File: config.mk
export PLATFORM = sky130hd
export DESIGN_NAME = seven_sensor_debounce
export DESIGN_NICKNAME = d
export VERILOG_FILES = /design/src/rtl/sensor_pkg.sv /design/src/rtl/sensor_debounce_bit.sv /design/src/rtl/seven_sensor_debounce.sv
export SDC_FILE = /design/constraint.sdc
export NUM_CORES = 1
export LEC_CHECK = 0
export CORE_UTILIZATION = 45
export DETAILED_ROUTE_END_ITERATION = 8
export GPL_ROUTABILITY_DRIVEN = 0
export PLACE_DENSITY = 0.76
export SLEW_MARGIN = 20
export SYNTH_ARGS = -nofsm -noshare
export SYNTH_HDL_FRONTEND = slang
export SYNTH_SLANG_ARGS = --single-unit
export TNS_END_PERCENT = 5
File: constraint.sdc
create_clock -name clk -period 1.95 [get_ports clk]
set_input_delay 0.195 -clock clk [delete_from_list [all_inputs] [get_ports clk]]
set_output_delay 0.195 -clock clk [all_outputs]
set_load 0.005 [all_outputs]
File: src/rtl/sensor_pkg.sv
`default_nettype none
// ============================================================================
//  Module   : sensor_pkg
//  Purpose  : Shared widths, vector type and startup states for the
//             seven-sensor debounce front end.
//  Revision : 1.0  initial release
// ============================================================================
package sensor_pkg;

    localparam int NUM_SENSORS  = 7;
    localparam int SYNC_STAGES  = 2;
    localparam int GLITCH_CNT_W = 4;

    typedef logic [NUM_SENSORS-1:0] sensor_vec_t;

    typedef enum logic [1:0] {
        S_FILL   = 2'd0,
        S_SETTLE = 2'd1,
        S_RUN    = 2'd2
    } startup_state_t;

endpackage : sensor_pkg
`default_nettype wire

File: src/rtl/sensor_debounce_bit.sv
`default_nettype none
// ============================================================================
//  Module   : sensor_debounce_bit
//  Purpose  : One sensor line: synchroniser, debounce counter, change pulse,
//             and (with CHATTER_DETECT_EN defined) glitch counting and a
//             sticky fault flag.
//  Revision : 1.0  initial release
// ============================================================================
module sensor_debounce_bit
    import sensor_pkg::*;
#(
    parameter int DEBOUNCE_CYCLES = 4,
    parameter int GLITCH_LIMIT    = 8
) (
    input  logic clk,
    input  logic rst,
    input  logic i_raw,
    output logic o_x_clean,
    output logic o_chg,
    output logic o_fault
);

    localparam int c_CNT_W = $clog2(DEBOUNCE_CYCLES);
    localparam logic [c_CNT_W-1:0] c_CNT_LAST = c_CNT_W'(DEBOUNCE_CYCLES - 1);

    if (DEBOUNCE_CYCLES < 2 || DEBOUNCE_CYCLES > 255 ||
        GLITCH_LIMIT < 1 || GLITCH_LIMIT > 15) begin : g_bad_params
        $error("sensor_debounce_bit: parameter out of range");
    end

    logic [SYNC_STAGES-1:0] r_sync;
    logic [c_CNT_W-1:0]     r_cnt;
    logic                   r_x_clean;
    logic                   r_chg;
    logic                   w_synced;
    logic                   w_differs;

    assign w_synced  = r_sync[SYNC_STAGES-1];
    assign w_differs = (w_synced != r_x_clean);

    // Sync flops reset high so a healthy line produces no startup transition.
    always_ff @(posedge clk) begin
        if (rst) begin
            r_sync <= '1;
        end else begin
            r_sync <= {r_sync[SYNC_STAGES-2:0], i_raw};
        end
    end

    always_ff @(posedge clk) begin
        if (rst) begin
            r_cnt     <= '0;
            r_x_clean <= 1'b1;
            r_chg     <= 1'b0;
        end else begin
            r_chg <= 1'b0;
            if (w_differs) begin
                if (r_cnt == c_CNT_LAST) begin
                    r_x_clean <= w_synced;
                    r_cnt     <= '0;
                    r_chg     <= 1'b1;
                end else begin
                    r_cnt <= r_cnt + 1'b1;
                end
            end else begin
                r_cnt <= '0;
            end
        end
    end

    assign o_x_clean = r_x_clean;
    assign o_chg     = r_chg;

`ifdef CHATTER_DETECT_EN
    localparam logic [GLITCH_CNT_W-1:0] c_GLITCH_MAX  = '1;
    localparam logic [GLITCH_CNT_W-1:0] c_GLITCH_TRIP = GLITCH_CNT_W'(GLITCH_LIMIT - 1);

    logic [GLITCH_CNT_W-1:0] r_glitch_cnt;
    logic                    r_fault;
    logic                    w_glitch;

    // A level that falls back to the clean value mid-count is an aborted edge.
    assign w_glitch = !w_differs && (r_cnt != '0);

    always_ff @(posedge clk) begin
        if (rst) begin
            r_glitch_cnt <= '0;
            r_fault      <= 1'b0;
        end else if (w_glitch) begin
            if (r_glitch_cnt != c_GLITCH_MAX) begin
                r_glitch_cnt <= r_glitch_cnt + 1'b1;
            end
            if (r_glitch_cnt == c_GLITCH_TRIP) begin
                r_fault <= 1'b1;
            end
        end
    end

    assign o_fault = r_fault;
`else
    assign o_fault = 1'b0;
`endif

endmodule : sensor_debounce_bit
`default_nettype wire

File: src/rtl/seven_sensor_debounce.sv
`default_nettype none
// ============================================================================
//  Module   : seven_sensor_debounce
//  Purpose  : Conditions seven raw sensor lines for the SOP voter and flags
//             when outputs are trustworthy after reset. Optional chatter
//             detection is enabled by defining CHATTER_DETECT_EN.
//  Revision : 1.0  initial release
// ============================================================================
module seven_sensor_debounce
    import sensor_pkg::*;
#(
    parameter int DEBOUNCE_CYCLES = 4,
    parameter int GLITCH_LIMIT    = 8
) (
    input  logic                   clk,
    input  logic                   rst,
    input  logic [NUM_SENSORS-1:0] raw,
    output logic [NUM_SENSORS-1:0] x_clean,
    output logic [NUM_SENSORS-1:0] chg,
    output logic                   settled,
    output logic [NUM_SENSORS-1:0] fault
);

    localparam int c_PHASE_W = 8;
    // Fill lasts as long as the synchroniser takes to carry live data.
    localparam logic [c_PHASE_W-1:0] c_FILL_LAST   = c_PHASE_W'(SYNC_STAGES - 1);
    localparam logic [c_PHASE_W-1:0] c_SETTLE_LAST = c_PHASE_W'(DEBOUNCE_CYCLES - 1);

    sensor_vec_t w_x_clean;
    sensor_vec_t w_chg;
    sensor_vec_t w_fault;

    for (genvar i = 0; i < NUM_SENSORS; i++) begin : g_sensor
        sensor_debounce_bit #(
            .DEBOUNCE_CYCLES (DEBOUNCE_CYCLES),
            .GLITCH_LIMIT    (GLITCH_LIMIT)
        ) u_bit (
            .clk       (clk),
            .rst       (rst),
            .i_raw     (raw[i]),
            .o_x_clean (w_x_clean[i]),
            .o_chg     (w_chg[i]),
            .o_fault   (w_fault[i])
        );
    end

    startup_state_t       r_state;
    startup_state_t       w_state_next;
    logic [c_PHASE_W-1:0] r_phase;
    logic [c_PHASE_W-1:0] w_phase_next;
    logic                 r_settled;

    always_comb begin
        w_state_next = r_state;
        w_phase_next = r_phase + 1'b1;
        case (r_state)
            S_FILL: begin
                if (r_phase == c_FILL_LAST) begin
                    w_state_next = S_SETTLE;
                    w_phase_next = '0;
                end
            end
            S_SETTLE: begin
                if (r_phase == c_SETTLE_LAST) begin
                    w_state_next = S_RUN;
                    w_phase_next = '0;
                end
            end
            S_RUN: begin
                w_phase_next = '0;
            end
            default: begin
                w_state_next = S_FILL;
                w_phase_next = '0;
            end
        endcase
    end

    always_ff @(posedge clk) begin
        if (rst) begin
            r_state   <= S_FILL;
            r_phase   <= '0;
            r_settled <= 1'b0;
        end else begin
            r_state   <= w_state_next;
            r_phase   <= w_phase_next;
            r_settled <= (w_state_next == S_RUN);
        end
    end

    assign x_clean = w_x_clean;
    assign chg     = w_chg;
    assign fault   = w_fault;
    assign settled = r_settled;

endmodule : seven_sensor_debounce
`default_nettype wire
; ---- Yosys cells after proc, flatten, opt, wreduce, memory -nomap -nowiden
; Index checks and enable logic that the tools add are counted.
[totals]
ff_bits = 53
out_inout_bits = 22
wordCells = 100
[op_classes]
n_addsub = 8
n_eq_ne = 19
n_mux = 13
bitwise = 7
reduce_logical = 22
[ops]
columns = op, n
row1 = $reduce_or A3 Y1, 7
row2 = $eq A2 B2 Y1 const B, 9
row3 = $mux W8, 2
row4 = $pmux W8 S2, 1
row5 = $add A2 B1 Y2 const B, 7
row6 = $reduce_and A2 Y1, 7
row7 = $reduce_or A2 Y1, 7
row8 = $add A8 B1 Y8 const B, 1
row9 = $eq A8 B1 Y1 const B, 1
row10 = $eq A8 B2 Y1 const B, 1
row11 = $mux W1, 7
row12 = $ne A1 B1 Y1, 7
row13 = $not A1 Y1, 7
row14 = $pmux W2 S3, 1
row15 = $mux W2, 2
row16 = $eq A2 B1 Y1 const B, 1
row17 = $logic_not A2 Y1, 1

; ---- Logic depth before layout (Yosys ltp)
; Gate-level depths: netlist (run 1).
[depth]
word_depth = 4
depth_mapped = 5

; ---- Hierarchy
; A second synthesis (run 1) with hierarchy kept.
[unflattened]
hier_cells = 167
area_unflattened_um2 = 1951.9
[by_module_without_submodules]
columns = mod, n_inst, cells_each, area_per_inst_um2
row1 = sensor_debounce_bit, 7, 17, 210.2
row2 = seven_sensor_debounce, 1, 48, 480.5

; ---- Worst setup path after synthesis (run 1)
; No wires, ideal clock.
[synth_path]
kind = flip-flop to flip-flop
start = reg r_phase[0]
end = reg r_phase[5]
arrival_ns = 1.371
slack_ns = 0.513
stages_incl_launch_ff = 5
path_buffers = 0
period_less_slack_ns = 1.437
path_cell_list = dfxtp_1 > ha_1 > mux2_4 > a311o_4 > a21oi_2
[synth_via]
elab_chain_len = 3
[synth_lines]
columns = item, line
row1 = "start, declared", seven_sensor_debounce.sv:49  ; logic [c_PHASE_W-1:0] r_phase;
row2 = "start signal, assigned", seven_sensor_debounce.sv:86  ; r_phase <= w_phase_next;
row3 = "$add A8 B1 Y8, or another cell as far along", seven_sensor_debounce.sv:55  ; w_phase_next = r_phase + 1'b1;
row4 = "$mux W8, on equally long branches", "seven_sensor_debounce.sv:64, seven_sensor_debounce.sv:58"
row5 = $pmux W8 S2 (*), seven_sensor_debounce.sv:56  ; case (r_state)
; Every way passes the cells marked *; elsewhere a longest branch is shown, timed or not.
; A chain may end at the register's enable or synchronous reset.

; ---- Worst setup path in the final report (run 1)
[layout_path]
start = reg r_phase[0]
end = reg r_phase[6]
; The elaborated chain is that of the path after synthesis.

==> key figures, run 1 <==
Floorplan
  – Initial Util: 0.484
  – Floorplan row count: 23
  – Core area: around 4100 um^2
  – DIE HEIGHT: approximately 69 um
  – Die X: ~69 um
  – # IOs: 31
  – Die ar.: approximately 4700 um^2

Placement
  – Input/output buffers: 23
  – DP HPWL: 1850 um
  – Placed Area: 2160 um^2

Synthesis
  – Sequential element share of the synthesized area: 0.529
  – Mean Syn Cell Area: roughly 11 um^2
  – Post-Synthesis Cells: 181
  – Yosys cell types: 28
  – Synth Register Bits: 53
  – Synthesized area: around 2000 um^2
  – Synth warnings: 0

Worst setup path
  – Crit. Startpoint: r_phase[0]$_SDFF_PP0_
  – Critical path capture point: r_phase[6]$_SDFF_PP0_
  – Reg2reg start: r_phase[0]$_SDFF_PP0_
  – Crit path required time: 2.19 ns
  – R2R Setup Slk: ~0.41 ns
  – Worst EP arrival: between 1.5 and 2 ns
  – Setup crit end kind: flop
  – Crit path max fanout: 8
  – Critical Path Source Type: flop
  – Reg2reg path depth: 4
  – WS Path Type: flop to flop
  – End of the worst register-to-register path: r_phase[6]$_SDFF_PP0_

Global route
  – Largest net degree at the start of global routing: 25
  – First-pass GRT wire length: ~4600 um
  – Initial antenna violation count: 0
  – Vias in the first global route: ~1100
  – GRT Resource Usage Total: 0.135
  – Overflow after GRT: 0

STA
  – Tmin final: ~1.5 ns
  – Final setup TNS: 0 ns
  – Final Max Slew Viols: 0
  – Clock Skews: 0.00617 ns
  – Final period util: 0.788
  – Fmax: between 0.6 and 0.7 GHz
  – # setup viols final: 0
  – WHS: approximately 0.42 ns
  – RSZ-0062 raised after global routing: no
  – Final Hold Viols: 0

Clock network
  – CTS root buf: clkbuf_8
  – H-tree depth: 2
  – Clk buf depth: 2
  – Num CTS Buffers: 5
  – Clk Latency, worst-skew pair: around 0.3 ns
  – Clk sinks: 53
  – Clock-pin slew on the worst setup and hold paths: 0.09 ns
  – Setup Buffers After CTS: 0
  – Post-CTS resize count: 0
  – CTS tree: yes
  – # hold bufs at CTS: 0

Status
  – Status: finished clean

Routing
  – Drt initial violations: 22
  – DR pass1 iterations: 4
  – Routed met3 length: ~130 um
  – Total routed wire length on the met1 layer: ~1300 um
  – WL/cell: about 11 um
  – Via count: ~1200
  – WL final: between 2000 and 3000 um
  – Metal2 WL: ~1300 um
  – Post-route DRC: 0
  – Via/cell ratio: roughly 5.0
  – DR top layer: met4
  – Remaining antenna violation count: 0

Power
  – Worst vdd ir: about 0.00047 V
  – Ratio of total power to cell area: just over 900 nW/um^2
  – Lkg Pwr: approximately 0.85 nW

Cells and area
  – Area grow syn2layout: 13.7%
  – Share of layout cells above drive strength 1: 0.165
  – Fin area: between 2000 and 2500 um^2
  – Number of inserted diodes: 0
  – # nets final: between 200 and 250
  – Post-layout util: 0.550

Flow run
  – Max_cap viols: 0

Worst hold path
  – Hold path depth: 1
  – Worst Hold Class: flop to flop
==> metrics by stage <==
stage	power [mW]	std cells	setup slack, ns
CTS	2.09	244	0.408
finish	2.07	244	0.413
floorplan	1.30	187	0.513
global placement	1.33	236	0.458
global route	2.16	244	0.340
detailed placement	1.33	236	0.429
==> Yosys cell counts <==
cell,count,area share
nand2_1,2,0.0037
clkbuf_1,5,0.0094
dfxtp_1,53,0.53
mux2_4,1,0.0075
a21oi_2,3,0.013
nand3_1,3,0.0075
a211o_1,7,0.031
a31oi_1,1,0.0031
nor4_1,8,0.025
nand4_1,1,0.0031
or3_1,3,0.0094
and4_2,1,0.0050
inv_1,2,0.0037
nor3b_1,7,0.026
nor4_2,1,0.0062
buf_4,21,0.079
nor4b_1,7,0.031
nor2b_1,7,0.022
o21ai_0,3,0.0075
and3b_2,1,0.0050
or2_2,14,0.044
a311o_4,1,0.010
conb_1,1,0.0019
ha_1,9,0.056
xnor2_1,8,0.035
a32oi_1,1,0.0044
xor2_1,2,0.0087
nor2_1,8,0.015
==> placed cells by master (no fill, tap or decap), drive strengths merged <==
cell type / instances
nor3b: 7
clkinvlp: 1
or3: 3
ha: 9
and3b: 1
inv: 2
and4: 1
xnor2: 8
nor4: 9
bufinv: 1
buf: 2
nand2: 2
nor4b: 7
a31oi: 1
a311o: 1
or2: 14
nor2: 8
o21ai: 3
dfxtp: 53
a32oi: 1
clkbuf: 6
mux2: 1
a211o: 7
nand3: 3
clkdlybuf4s50: 23
nand4: 1
a21oi: 3
conb: 7
nor2b: 7
xor2: 2
==> worst min path at each step <==
stage | from | end | slack [ns]
final | g_sensor[0].u_bit.r_sync[0]$_SDFF_PP1_ | g_sensor[0].u_bit.r_sync[1]$_SDFF_PP1_ | 0.42
after global routing | g_sensor[5].u_bit.r_sync[0]$_SDFF_PP1_ | g_sensor[5].u_bit.r_sync[1]$_SDFF_PP1_ | 0.43
after CTS | g_sensor[5].u_bit.r_sync[0]$_SDFF_PP1_ | g_sensor[5].u_bit.r_sync[1]$_SDFF_PP1_ | 0.42
after detailed placement | g_sensor[4].u_bit.r_sync[0]$_SDFF_PP1_ | g_sensor[4].u_bit.r_sync[1]$_SDFF_PP1_ | 0.40
after global placement | g_sensor[4].u_bit.r_sync[0]$_SDFF_PP1_ | g_sensor[4].u_bit.r_sync[1]$_SDFF_PP1_ | 0.39
after floorplan | raw[0] | g_sensor[0].u_bit.r_sync[0]$_SDFF_PP1_ | 0.30
==> power by group <==
| part | internal, mW | switching, mW | total [mW] |
|---|---|---|---|
| clock | 0.417 | 0.345 | 0.763 |
| combinational | 0.0799 | 0.0731 | 0.153 |
| sequential | 1.12 | 0.0316 | 1.15 |
==> cell type report <==
| cell class | instances | area (um^2) |
|---|---|---|
| clock buffers | 6 | 82.6 |
| multi-input cells | 106 | 785 |
| clock inverters | 2 | 37.5 |
| fillers | 377 | 1860 |
| repair buffers | 25 | 245 |
| inverters | 2 | 7.51 |
| flip-flops and latches | 53 | 1060 |
| well taps | 50 | 62.6 |
==> worst max-delay path, cell delays in order, from the launching register on <==
cell and delay [ns]:
dfxtp_1 0.35, ha_1 0.27, mux2_4 0.28, a311o_4 0.46, a21oi_2 0.11
==> state kept, by name, summed over array words and instances, names as in the netlist <==
| signal | cells |
|---|---|
| r_state | 2 |
| r_phase | 8 |
| g_sensor.u_bit.o_x_clean | 7 |
| g_sensor.u_bit.r_sync | 14 |
| settled | 1 |
| g_sensor.u_bit.r_cnt | 14 |
| g_sensor.u_bit.o_chg | 7 |
==> kinds of logic (layout without fill, tap and decap cells) <==
| logic type | count (synthesis) | after routing | synth area share |
|---|---|---|---|
| compound gates | 16 | 16 | 0.0686 |
| fa+ha+maj | 9 | 9 | 0.0561 |
| flops | 53 | 53 | 0.529 |
| mux | 1 | 1 | 0.00748 |
| xor+xnor | 10 | 10 | 0.0436 |
| buf+inv | 28 | 35 | 0.0916 |
| simple gates | 63 | 63 | 0.202 |
| other cells | 1 | 7 | 0.00187 |
==> metal layers <==
metal  vias to the layer above  track usage
met5                         -            0
met4                         0       0.0612
met3                         7       0.0543
met2                        27        0.227
met1                       569        0.149
li1                        623            -
Power figures use the tool's default switching activity.
==> inputs of run 2 (changes only) <==
--- a/config.mk
+++ b/config.mk
@@ -8,7 +8,7 @@
 export CORE_UTILIZATION = 45
 export DETAILED_ROUTE_END_ITERATION = 8
 export GPL_ROUTABILITY_DRIVEN = 0
-export PLACE_DENSITY = 0.76
+export PLACE_DENSITY = 0.78
 export SLEW_MARGIN = 20
 export SYNTH_ARGS = -nofsm -noshare
 export SYNTH_HDL_FRONTEND = slang
==> constraint.sdc (replaced) <==
create_clock -name clk -period 1.3 [get_ports clk]
set_input_delay 0.13 -clock clk [delete_from_list [all_inputs] [get_ports clk]]
set_output_delay 0.13 -clock clk [all_outputs]
set_load 0.005 [all_outputs]
==> run 2 against run 1 <==
  * Non-clock buffer count is 8 higher
  * Cell area rose by 4.7%
  * Global-route usage is 0.38 points higher
  * Cell count up 3.3%
  * Sequential share of layout area down 1.5 points
  * The flow now finishes with violations (negative setup slack)
  * Combinational power rose by 100%
  * Clock-buffer cell count increased by 1
  * First-iteration DRC count grew to 2.5 times the previous value
  * Hold slack worse by 0.028 ns
==> key figures, run 2 (synthesis results as in run 1) <==
Worst hold path
  – Hold Crit Endpoint: g_sensor[3].u_bit.r_sync[0]$_SDFF_PP1_
  – Worst Hold Class: input port to flop
  – Hold path depth: 2
  – Min-delay src: raw[3]

Worst setup path
  – Critical Path Source Type: flop
  – Reg2reg path depth: 5
  – Slowest stage delay, CP: 0.37 ns
  – Max stage delay cell, worst path: a311o_4
  – Crit path required time: between 1.5 and 2 ns
  – CP Cell Sequence: inv_2, ha_4, mux2_4, a311o_4, a21oi_2
  – WS Path Type: flop to flop
  – End of the worst register-to-register path: r_phase[7]$_SDFF_PP0_
  – R2R Setup Slk: -0.06 ns
  – Crit path max fanout: 8
  – Setup crit end kind: flop
  – Worst EP arrival: 1.60 ns
  – Reg2reg start: r_phase[1]$_SDFF_PP0_

STA
  – Final Max Slew Viols: 0
  – Tmin final: ~1.4 ns
  – Setup slack after layout: -0.0589 ns
  – Clock Skews: between 0.002 and 0.0025 ns
  – Final period util: 1.05
  – Final Hold Viols: 0
  – Fmax: approximately 0.74 GHz
  – RSZ-0062 raised after global routing: yes
  – # setup viols final: 8

Placement
  – DP Worst Slack: -0.113 ns
  – DP HPWL: roughly 1900 um
  – Placed Area: between 2000 and 2500 um^2
  – Placed Cells: between 200 and 250
  – Input/output buffers: 23

Routing
  – DR pass1 iterations: 4
  – Post-route DRC: 0
  – Remaining antenna violation count: 0
  – WL final: around 2800 um
  – Via/cell ratio: 4.95
  – WL/cell: 11.0 um
  – Drt initial violations: 56
  – Via count: ~1200

Floorplan
  – # IOs: 31
  – Initial Util: 0.484
  – Core area: between 4000 and 5000 um^2
  – DIE HEIGHT: ~70 um
  – Floorplan row count: 23
  – Die ar.: roughly 4700 um^2
  – Die X: about 69 um

Cells and area
  – Commonest cells after routing, fill and taps aside: dfxtp_1, or2_2, clkdlybuf4s50_1, dfxtp_2, buf_4
  – Number of inserted diodes: 0
  – Largest regs: g_sensor.u_bit.r_cnt (14), g_sensor.u_bit.r_sync (14), r_phase (8)
  – Area grow syn2layout: 19.0%
  – Cell Count, Final, Fillers Out: roughly 250
  – Most common cell after layout, fill and taps aside: dfxtp_1
  – # nets final: 219
  – Share of layout cells above drive strength 1: 0.262
  – Fin area: 2390 um^2

Clock network
  – H-tree depth: 2
  – Num CTS Buffers: 5
  – CTS root buf: clkbuf_8
  – Clock-pin slew on the worst setup and hold paths: 0.08 ns
  – Clk buf depth: 2
  – Clk Latency, worst-skew pair: 0.29 ns
  – Clk sinks: 53
  – CTS tree: yes

Power
  – Power, Total: around 3.2 mW
  – Comb power frac: 0.098
  – Worst vdd ir: about 0.00084 V
  – Pint: roughly 2.5 mW
  – Sw power: 669 uW
  – Reg power frac: 0.550
  – Lkg Pwr: 0.917 nW
  – Sw Share: 0.212
  – Ratio of total power to cell area: 1320 nW/um^2
  – Clock power frac: 0.352

Global route
  – GRT Resource Usage Total: 0.139
  – M2 GR Usage: 0.211
  – Vias in the first global route: 1090
  – Grt met3 use: 0.0576
  – Overflow after GRT: 0
  – First-pass GRT wire length: between 4000 and 5000 um
  – Most Crowded Layer GR: met2
  – Largest net degree at the start of global routing: 34
  – Routing usage on met1: 0.168
  – Initial antenna violation count: 0

Flow run
  – Max_cap viols: 0

Status
  – Failing checks: negative setup slack
  – Status: complete, but fails checks
## run 2: cell count changes in the layout (fill, tap and decap cells not counted), sizes merged
| cell | delta |
|---|---|
| clkbuf | +1 |
| clkdlybuf4s50 | -9 |
| dlymetal6s2s | +7 |
| buf | +8 |
| clkinvlp | -1 |
| dlygate4sd2 | +2 |
## run 2: area by class of cell
class                   instances  area [um^2]
inverters                       2         7.51
clock buffers                   7         86.3
flip-flops and latches         53         1070
repair buffers                 33          320
multi-input cells             106          807
clock inverters                 1         30.0
well taps                      50         62.6
fillers                       351         1760
## run 2: power by group through the flow
stage                     Sequential [mW]  Combinational [mW]  Clock [mW]
after floorplan                      1.76               0.190           0
after global placement               1.76               0.269           0
after detailed placement             1.77               0.276           0
after CTS                            1.74               0.305        1.15
after global routing                 1.74               0.352        1.22
final                                1.74               0.309        1.11
## run 2: critical path, delay by kind of cell (launching register included)
family                     cells  cell delay, ns
AOI/OAI and AO/OA              2            0.48
DFF                            1            0.36
muxes                          1            0.27
adders and majority gates      1            0.15
buffers and inverters          1            0.05
## run 2: timing repair
item	in CTS	in global routing
hold buffers	0	0
pin swaps	4	2
endpoints found under the setup margin	15	18
gates resized for setup	12	9
buffers inserted	1	0
## run 2: metrics by stage
stage          hold slack [ns]  utilization  TNS [ns]
3_3_place_gp             0.391        0.536    -0.705
6_report                 0.388        0.576    -0.377
4_1_cts                  0.380        0.570    -0.374
2_1_floorplan            0.234            -    -0.341
5_1_grt                  0.383        0.576    -0.721
3_5_place_dp             0.392        0.536    -0.855
## run 2: worst max-delay path by stage
stage / slack (ns) / endpoint / cells past startpoint / startpoint
2_1_floorplan: -0.05 / r_phase[5]$_SDFF_PP0_ / 4 / r_phase[0]$_SDFF_PP0_
3_3_place_gp: -0.08 / r_phase[5]$_SDFF_PP0_ / 5 / r_phase[1]$_SDFF_PP0_
3_5_place_dp: -0.11 / r_phase[2]$_SDFF_PP0_ / 5 / r_phase[1]$_SDFF_PP0_
4_1_cts: -0.06 / r_phase[7]$_SDFF_PP0_ / 5 / r_phase[1]$_SDFF_PP0_
5_1_grt: -0.10 / r_phase[6]$_SDFF_PP0_ / 5 / r_phase[1]$_SDFF_PP0_
6_report: -0.06 / r_phase[7]$_SDFF_PP0_ / 5 / r_phase[1]$_SDFF_PP0_
## run 2: routing by layer
metal | wire [um] | share of wire
met1 | 1310 | 0.47
met2 | 1270 | 0.46
met3 | 132 | 0.048
met4 | 53 | 0.019
met5 | 0 | 0
==> inputs of run 3 (changes only) <==
--- a/config.mk
+++ b/config.mk
@@ -8,6 +8,7 @@
 export CORE_UTILIZATION = 45
 export DETAILED_ROUTE_END_ITERATION = 8
 export GPL_ROUTABILITY_DRIVEN = 0
+export GPL_TIMING_DRIVEN = 0
 export PLACE_DENSITY = 0.78
 export SLEW_MARGIN = 20
 export SYNTH_ARGS = -nofsm -noshare
==> run 3 against run 2 <==
  * The flow still finishes with violations (negative setup slack)
  * Combinational power down 19%
  * Non-clock buffer count rose by 15
  * Routed wire length up 15%
==> key figures, run 3 (synthesis results as in run 1) <==
Status
  – Status: complete, but fails checks
  – Failing checks: negative setup slack

Worst hold path
  – Worst Hold Class: input port to flop
  – Hold path depth: 2

Cells and area
  – Most common cell after layout, fill and taps aside: dfxtp_1
  – Share of layout cells above drive strength 1: 0.340
  – Commonest cells after routing, fill and taps aside: dfxtp_1, buf_4, or2_2
  – Number of inserted diodes: 0
  – Largest regs: g_sensor.u_bit.r_cnt (14), g_sensor.u_bit.r_sync (14), r_phase (8)
  – Area grow syn2layout: 18.3%
  – Fin area: around 2400 um^2
  – Fill cells: about 370
  – # nets final: between 200 and 250

Global route
  – Overflow after GRT: 0
  – Largest net degree at the start of global routing: 15
  – Routing usage on met1: 0.187
  – First-pass GRT wire length: roughly 5400 um
  – Grt met3 use: 0.0395
  – GRT Resource Usage Total: 0.160
  – Most Crowded Layer GR: met2
  – Initial antenna violation count: 0
  – Vias in the first global route: between 1000 and 1500
  – M2 GR Usage: 0.260

Clock network
  – Clk buf depth: 2
  – CTS root buf: clkbuf_8
  – Num CTS Buffers: 5
  – Clk Latency, worst-skew pair: about 0.30 ns
  – Setup Buffers After CTS: 0
  – H-tree depth: 2
  – Clock-pin slew on the worst setup and hold paths: 0.08 ns
  – Clk sinks: 53
  – CTS tree: yes

Routing
  – Post-route DRC: 0
  – Via count: approximately 1300
  – DR pass1 iterations: 4
  – Drt initial violations: 37
  – Via/cell ratio: 4.84
  – WL/cell: 12.0 um
  – WL final: 3180 um
  – Remaining antenna violation count: 0

Flow run
  – Max_cap viols: 0

Floorplan
  – Floorplan row count: 23
  – Initial Util: 0.484
  – Die X: around 70 um
  – Core area: between 4000 and 5000 um^2
  – Die ar.: between 4000 and 5000 um^2
  – # IOs: 31
  – DIE HEIGHT: 68.8 um

Power
  – Worst vdd ir: approximately 0.00075 V
  – Clock power frac: 0.295
  – Sw Share: 0.230
  – Lkg Pwr: about 0.94 nW
  – Pint: ~2.2 mW
  – Ratio of total power to cell area: between 1000 and 1500 nW/um^2
  – Comb power frac: 0.089
  – Reg power frac: 0.616
  – Sw power: 648 uW

Worst setup path
  – Setup crit end kind: flop
  – Reg2reg path depth: 4
  – Worst EP arrival: ~1.7 ns
  – Critical Path Source Type: flop
  – WS Path Type: flop to flop
  – Crit path max fanout: 8
  – Crit path required time: roughly 1.5 ns

STA
  – Setup slack after layout: -0.153 ns
  – # setup viols final: 8
  – Final Hold Viols: 0
  – Fmax: 0.688 GHz
  – Worst Tran Pin Value: 0.544 ns
  – Tmin final: about 1.5 ns
  – Clock Skews: ~0.0033 ns
  – Max_slew headroom: 0.637
  – RSZ-0062 raised after global routing: yes
  – Final Max Slew Viols: 0
  – Final setup TNS: -1.10 ns
  – Final period util: 1.12

Placement
  – DP HPWL: between 2000 and 2500 um
  – Placed Area: 2320 um^2
  – Input/output buffers: 22
## run 3: area by class of cell
cell class | instances | area (um^2) | share of cell area
plain buffers | 26 | 176 | 0.0743
repair buffers | 22 | 185 | 0.0780
clock inverters | 1 | 5.00 | 0.00211
well taps | 50 | 62.6 | 0.0263
multi-input cells | 106 | 798 | 0.336
clock buffers | 5 | 68.8 | 0.0290
flip-flops and latches | 53 | 1070 | 0.451
inverters | 2 | 7.51 | 0.00316
## run 3: metrics by stage
step                hold slack, ns  total power [mW]  utilization  std cells  setup WS [ns]
global placement             0.392              2.01        0.559        259         -0.107
detailed placement           0.403              2.03        0.559        259         -0.163
global route                 0.381              2.96        0.573        265         -0.230
floorplan                    0.234              1.95            -        187        -0.0476
finish                       0.370              2.82        0.573        265         -0.153
CTS                          0.357              2.86        0.571        265         -0.171
## run 3: final timing paths
path | from | endpoint | slack, ns
max | r_phase[0]$_SDFF_PP0_ | r_phase[2]$_SDFF_PP0_ | -0.15
min | rst | g_sensor[2].u_bit.r_cnt[1]$_SDFF_PP0_ | 0.37
max reg2reg | r_phase[0]$_SDFF_PP0_ | r_phase[2]$_SDFF_PP0_ | -0.15
min reg2reg | g_sensor[4].u_bit.r_sync[0]$_SDFF_PP1_ | g_sensor[4].u_bit.r_sync[1]$_SDFF_PP1_ | 0.42
## run 3: critical path: stages (launching register included)
cell	delay, ns
dfxtp_1	0.35
ha_2	0.22
mux2_4	0.27
a311o_4	0.43
nor2_1	0.12
## run 3: routing by layer
layer  share of wire  routed length, um  vias up
li1                -                  -      663
met1            0.47               1490      583
met2            0.46               1460       30
met3           0.045                143        7
met4           0.029                 92        0
met5               0                  0        -
## run 3: repair_timing
action / CTS / global route
endpoints found under the setup margin: 22 / 9
hold buffers: 0 / 0
pin swaps: 0 / 0
gates resized for setup: 21 / 1
hold endpoints to repair: 0 / 0
## run 3: power groups by stage
stage / registers (mW) / logic [mW] / clock network, mW
after global placement: 1.77 / 0.243 / 0
after CTS: 1.74 / 0.253 / 0.865
final: 1.74 / 0.251 / 0.833
after detailed placement: 1.78 / 0.254 / 0
after global routing: 1.75 / 0.283 / 0.929
after floorplan: 1.76 / 0.190 / 0
